==> config.mk <==
export PLATFORM = sky130hd
export DESIGN_NAME = argmax_classify_fix8
export DESIGN_NICKNAME = d
export VERILOG_FILES = /design/src/rtl/argmax_classify_fix8.sv
export SDC_FILE = /design/constraint.sdc
export NUM_CORES = 1
export LEC_CHECK = 0
export CAP_MARGIN = 10
export CORE_UTILIZATION = 50
export DETAILED_ROUTE_END_ITERATION = 16
export GPL_TIMING_DRIVEN = 0
export PLACE_DENSITY = 0.72
export RECOVER_POWER = 50
export REMOVE_ABC_BUFFERS = 1
export SLEW_MARGIN = 40
export SYNTH_ARGS = -nofsm -noshare
export SYNTH_HDL_FRONTEND = slang
export SYNTH_SLANG_ARGS = --single-unit
==> constraint.sdc <==
create_clock -name clk -period 4.3 [get_ports clk]
set_clock_uncertainty 0.1 [all_clocks]
set_input_delay 1.075 -clock clk [delete_from_list [all_inputs] [get_ports clk]]
set_output_delay 1.075 -clock clk [all_outputs]
set_load 0.02 [all_outputs]
==> src/rtl/argmax_classify_fix8.sv <==
// Launches one inference, waits for a fresh done, scans class scores and reports the signed argmax.
// Latency: start -> dnn_start next cycle; qualified done -> pred_valid NUM_CLASSES+1 cycles later.
// Backpressure: none; start is ignored while busy and is not queued.
module argmax_classify_fix8 #(
    parameter int DATA_WIDTH     = 8,
    parameter int NUM_CLASSES    = 10,
    parameter int TIMEOUT_CYCLES = 1048576
) (
    input  logic                         clk,
    input  logic                         rst,
    input  logic                         start,
    output logic                         dnn_start,
    input  logic                         dnn_done,
    output logic [3:0]                   out_idx,
    input  logic signed [DATA_WIDTH-1:0] out_data,
    output logic [3:0]                   pred,
    output logic signed [DATA_WIDTH-1:0] pred_val,
    output logic                         pred_valid,
    output logic                         busy,
    output logic                         timeout_err
);

    localparam int TW = (TIMEOUT_CYCLES > 1) ? $clog2(TIMEOUT_CYCLES) : 1;
    localparam logic [TW-1:0] TIMER_LAST = (TIMEOUT_CYCLES > 0) ? TW'(TIMEOUT_CYCLES - 1) : '0;
    localparam bit TIMEOUT_EN = (TIMEOUT_CYCLES != 0);
    localparam logic [3:0] IDX_LAST = 4'(NUM_CLASSES - 1);

    typedef enum logic [2:0] {
        S_IDLE,
        S_LAUNCH,
        S_WAIT,
        S_SCAN,
        S_REPORT
    } state_t;

    state_t                         state;
    logic signed [DATA_WIDTH-1:0]   best;
    logic [3:0]                     best_idx;
    logic [TW-1:0]                  timer;
    logic                           done_low;
    logic signed [DATA_WIDTH-1:0]   cand_val;
    logic [3:0]                     cand_idx;

    // Running winner including the score on the bus this cycle; strict compare keeps the lowest index on ties.
    always_comb begin
        cand_val = best;
        cand_idx = best_idx;
        if ((out_idx == 4'd0) || (out_data > best)) begin
            cand_val = out_data;
            cand_idx = out_idx;
        end
    end

    always_ff @(posedge clk) begin
        if (!rst) begin
            state       <= S_IDLE;
            dnn_start   <= 1'b0;
            pred_valid  <= 1'b0;
            busy        <= 1'b0;
            timeout_err <= 1'b0;
            out_idx     <= 4'd0;
            pred        <= 4'd0;
            pred_val    <= '0;
            best        <= '0;
            best_idx    <= 4'd0;
            timer       <= '0;
            done_low    <= 1'b0;
        end else begin
            dnn_start  <= 1'b0;
            pred_valid <= 1'b0;
            case (state)
                S_IDLE: begin
                    if (start) begin
                        state     <= S_LAUNCH;
                        dnn_start <= 1'b1;
                        busy      <= 1'b1;
                    end
                end
                S_LAUNCH: begin
                    timeout_err <= 1'b0;
                    timer       <= '0;
                    done_low    <= 1'b0;
                    state       <= S_WAIT;
                end
                S_WAIT: begin
                    // A done level left over from the previous run only counts after it has been seen low.
                    if (done_low && dnn_done) begin
                        state   <= S_SCAN;
                        out_idx <= 4'd0;
                    end else if (TIMEOUT_EN && (timer == TIMER_LAST)) begin
                        timeout_err <= 1'b1;
                        busy        <= 1'b0;
                        state       <= S_IDLE;
                    end else begin
                        timer <= timer + TW'(1);
                        if (!dnn_done) begin
                            done_low <= 1'b1;
                        end
                    end
                end
                S_SCAN: begin
                    best     <= cand_val;
                    best_idx <= cand_idx;
                    if (out_idx == IDX_LAST) begin
                        // Result is published on entry so pred_valid coincides with the REPORT cycle.
                        state      <= S_REPORT;
                        out_idx    <= 4'd0;
                        pred       <= cand_idx;
                        pred_val   <= cand_val;
                        pred_valid <= 1'b1;
                    end else begin
                        out_idx <= out_idx + 4'd1;
                    end
                end
                S_REPORT: begin
                    busy  <= 1'b0;
                    state <= S_IDLE;
                end
                default: begin
                    busy    <= 1'b0;
                    out_idx <= 4'd0;
                    state   <= S_IDLE;
                end
            endcase
        end
    end

endmodule

# ---- Word level (Yosys, flattened, before mapping)
# Index checks and enable logic that the tools add are counted.
dict set report op_classes {
  reduce_logical 16
  magnitude_cmp 1
  bitwise 2
  addsub 2
  eq_ne 14
  n_mux 26
}
# cell count
set op_table {}
lappend op_table {{20-bit two-way mux} 2}
lappend op_table {{20-bit case mux with 2 select lines} 1}
lappend op_table {{20-bit by 1-bit adder with 20-bit output, second input constant} 1}
lappend op_table {{20-bit == test, second input constant} 1}
lappend op_table {{2-bit inequality test, second input constant} 7}
lappend op_table {{3-bit two-way mux} 4}
lappend op_table {{4-bit two-way mux} 3}
lappend op_table {{3-bit case mux with 4 select lines} 1}
lappend op_table {{4-bit case mux with 3 select lines} 1}
lappend op_table {{1-bit two-way mux} 10}
lappend op_table {{3-bit AND reduction} 3}
lappend op_table {{8-bit > comparator} 1}
lappend op_table {{8-bit two-way mux} 1}
lappend op_table {{2-bit AND reduction} 4}
lappend op_table {{4-bit AND reduction} 2}
lappend op_table {{3-bit by 2-bit == test with 1-bit output, second input constant} 2}
lappend op_table {{4-bit by 1-bit adder with 4-bit output, second input constant} 1}
lappend op_table {{4-bit == test, second input constant} 1}
lappend op_table {{4-bit zero test} 1}
lappend op_table {{1-bit case mux with 2 select lines} 2}
lappend op_table {{3-bit by 1-bit == test with 1-bit output, second input constant} 1}
lappend op_table {{3-bit == test, second input constant} 1}
lappend op_table {{3-bit zero test} 1}
lappend op_table {{3-bit inequality test, second input constant} 1}
lappend op_table {{7 further kinds} 8}
dict set report word_totals {
  input_bits 12
  out_inout_bits 20
  reg_bits 56
  wordCells 73
}

# ---- Longest topological paths before layout
dict set report logic_depth {
  ltp_word 4
  ltp_mapped 9
  depth_no_buf 7
}

# ---- Worst setup path before layout
# OpenSTA, ideal clock, no wires.
dict set report synth_path {
  path_type {input -> register}
  start {input out_data[7]}
  end {register best[0]}
  required_ns 4.075
  cell_stages 7
  setup_time_ns 0.125
  slack_ns 1.455
  path_buffers 1
  t_arrival_ns 2.619
  path_cell_list {ha_1 inv_1 or3_1 o31ai_2 a21oi_1 buf_2 mux2i_1}
}
dict set report synth_via {
  elab_chain_len 3
}
# element line_no
set synth_lines {}
lappend synth_lines {{start, declared} 15} ;# input logic signed [DATA_WIDTH-1:0] out_data,
lappend synth_lines {{8-bit > comparator} 48} ;# if ((out_idx == 4'd0) || (out_data > best)) begin
lappend synth_lines {{1-bit logical OR} 48}
lappend synth_lines {{8-bit two-way mux} 48}
lappend synth_lines {{end signal, assigned} 102} ;# best <= cand_val;
lappend synth_lines {{end, declared} 37} ;# logic signed [DATA_WIDTH-1:0] best;
# Every way passes these cells.
# A chain may end at the register's enable or synchronous reset.

# ---- Worst setup path after layout
dict set report layout_path {
  start {input dnn_done}
  end {register timer[9]}
}
dict set report layout_via {
  elab_chain_len 3
}
# element line_no
set layout_lines {}
lappend layout_lines {{start, declared} 13} ;# input logic dnn_done,
lappend layout_lines {{1-bit logical AND} 87} ;# if (done_low && dnn_done) begin
lappend layout_lines {{2-bit inequality test (no line)} --}
lappend layout_lines {{3-bit AND reduction (no line)} --}
lappend layout_lines {{end signal, assigned} 95} ;# timer <= timer + TW'(1);
lappend layout_lines {{end, declared} 39} ;# logic [TW-1:0] timer;
# Every way passes these cells.

==> run_results.csv <==
group,metric,value,unit
run_status,outcome,"completed",
sta,setup_viol,0,
grt,grt_pass1_vias,2407,
sta,hold_slack,0.365,ns
route,wl,6030,um
grt,antenna_found_initial,0,
setup_path,crit_fanout,10,
yosys,synth_top_area_share,38.6,%
finish,instances_no_fill,437,
route,antenna_left,0,
setup_path,worstPathRequired,4.45,ns
yosys,async_reset_ff_share,0,%
cts,clk_pin_slew,0.11,ns
sta,post-route-period-util,83.5,%
die,die_x,78.2,um
yosys,syn_inst,342,
grt,grt_overflow,0,
sta,hold_violations,0,
sta,worst_slack,0.709,ns
die,initial_core_util,52.4,%
power_and_ir_drop,ir_worst_vdd,0.136,mV
flow_run,max_cap_viol_count,0,
grt,grt_max_degree,37,
setup_path,arrival,3.74,ns
die,dieArea,6120,um2
yosys,yosys.cell_count.top_type,"dfxtp_1",
yosys,ys_seq_elements,56,
die,core_area,5540,um2
sta,rsz0062_at_grt,"no",
finish,final_util,60.6,%
die,die_y,78.2,um
cts,clock_latency,0.31,ns
cts,cts_sinks,56,
yosys,yosys_warnings,0,
yosys,synth_common_cells,"dfxtp_1 (56), nand2_1 (44), a21oi_1 (25)",
power_and_ir_drop,cellLeakagePower,1.18,nW
hold_path,hold_class,"flip-flop to flip-flop",
finish,stdcell_area,3360,um2
grt,grt_first_pass_wirelength,10800,um
cts,post_cts_resized,0,
power_and_ir_drop,total_power,915,uW
cts,cts_tree,"built",
sta,finalMaxSlewViolations,0,
route,drt_iter0_drc,115,
route,routed-via-count,2517,
sta,finalCriticalPeriod,3.59,ns
cts,cts_root_buffer,"clkbuf_8",
cts,htree_levels,2,
placement,place_inst,429,
yosys,synth_edf_count,0,
yosys,seq_area_frac_synth,38.6,%
yosys,synthDistinctLibCells,56,
route,vias_per_cell,5.76,
setup_path,worstSetupPathType,"input pin to flip-flop",
power_and_ir_drop,power_density,272,nW/um2
route,post-route-drc-count,0,
yosys,synth_area_leader_cell,"dfxtp_1",
die,io_pins,32,
placement,hpwl,4160,um
placement,dpl_worst_slack,0.433,ns
sta,fmax,278,MHz
finish,nNetsFinal,388,
finish,n_antenna_cell,0,
sta,fin_tns_setup,0,ns
finish,drive_above_1_share,5.48,%
placement,place.gp.congestion,0.806,
placement,port_buffers,31,
placement,postPlaceCellArea,3270,um2
finish,syn_to_final_growth,15.6,%
grt,grt_use_total,21.6,%
yosys,synth_area,2900,um2
cts,post_cts_buffers,0,
route,wire_per_inst,13.8,um
yosys,yosys-top-cells-area,"dfxtp_1 (39%), nand2_1 (5.7%), ha_1 (5.2%), a21oi_1 (4.3%), mux2i_1 (3.4%)",
die,core.rowCount,27,
route,firstDrtPassIters,4,
sta,tightestPinTransition,1.32,ns
setup_path,critPathCaptureType,"flip-flop",
yosys,synth_ff_type,"dfxtp_1",
cts,ctsHoldBuffers,0,
cts,ctsLongestPathBuffers,2,
yosys,avgSynthCellArea,8.49,um2
setup_path,cp-start-kind,"input pin",
cts,numCtsBuffers,5,
finish,fillCellCount,524,
sta,slew_headroom,11.5,%
## report_power, final
group          internal, mW  total (mW)  switching [mW]  leakage [nW]
clock                 0.131       0.305           0.174        0.0434
combinational        0.0329      0.0801          0.0472         0.688
sequential            0.523       0.530         0.00672         0.452
total                 0.687       0.915           0.228          1.18
## sequential cells by signal, summed over array words and instances (netlist names)
signal	cells
timeout_err	1
pred	4
dnn_start	1
best	8
state	3
out_idx	4
done_low	1
best_idx	4
pred_valid	1
busy	1
timer	20
pred_val	8
## cells by family (layout without fill, tap and decap cells)
group	count (synthesis)	count (layout)	share of synthesized area, %
fa+ha+maj	12	12	5.17
xor+xnor	4	4	1.21
compound gates	91	91	21.0
simple gates	135	135	25.4
mux	11	11	3.83
flops	56	56	38.6
buf+inv	33	56	4.78
## worst paths after layout
kind                            startpoint  endpoint  slack, ns  depth (start not counted)
worst max-delay path              dnn_done  timer[9]       0.71                          6
worst min register to register     best[4]   best[4]       0.36                          2
worst max register to register    state[1]  timer[9]       1.42                          5
worst min-delay path               best[4]   best[4]       0.36                          2
## critical path, cell delays in order
cell           delay, ns
dlygate4sd3_1       0.59
a21bo_2             0.24
o21ai_0             0.66
nand3_1             0.44
or4_1               0.60
a21oi_1             0.15
## per-layer routing
layer | track usage (%) | routed length (um) | vias up
met5 | 0 | 0 | -
met4 | 5.56 | 40 | 0
met3 | 4.19 | 217 | 4
met2 | 36.5 | 2840 | 41
met1 | 28.1 | 2930 | 1179
li1 | - | - | 1293
## cell type report
class,instances,area [um2],share of cell area [%]
Multi-Input combinational cell,253,1660,49.3
Timing Repair Buffer,32,333,9.91
Clock buffer,6,82.6,2.46
Inverter,16,60.1,1.79
Clock inverter,2,15.0,0.447
Tap cell,72,90.1,2.68
Sequential cell,56,1120,33.4
## placed cells by master (no fill, tap or decap), types with 12 or more instances in the layout
master	synthesis	layout
a21oi_1	25	24
dfxtp_1	56	56
dlygate4sd3_1	0	20
ha_1	12	12
inv_1	15	15
nand2_1	44	45
nor2_1	22	23
o21ai_0	13	14
(Power assumes the default switching activity.)
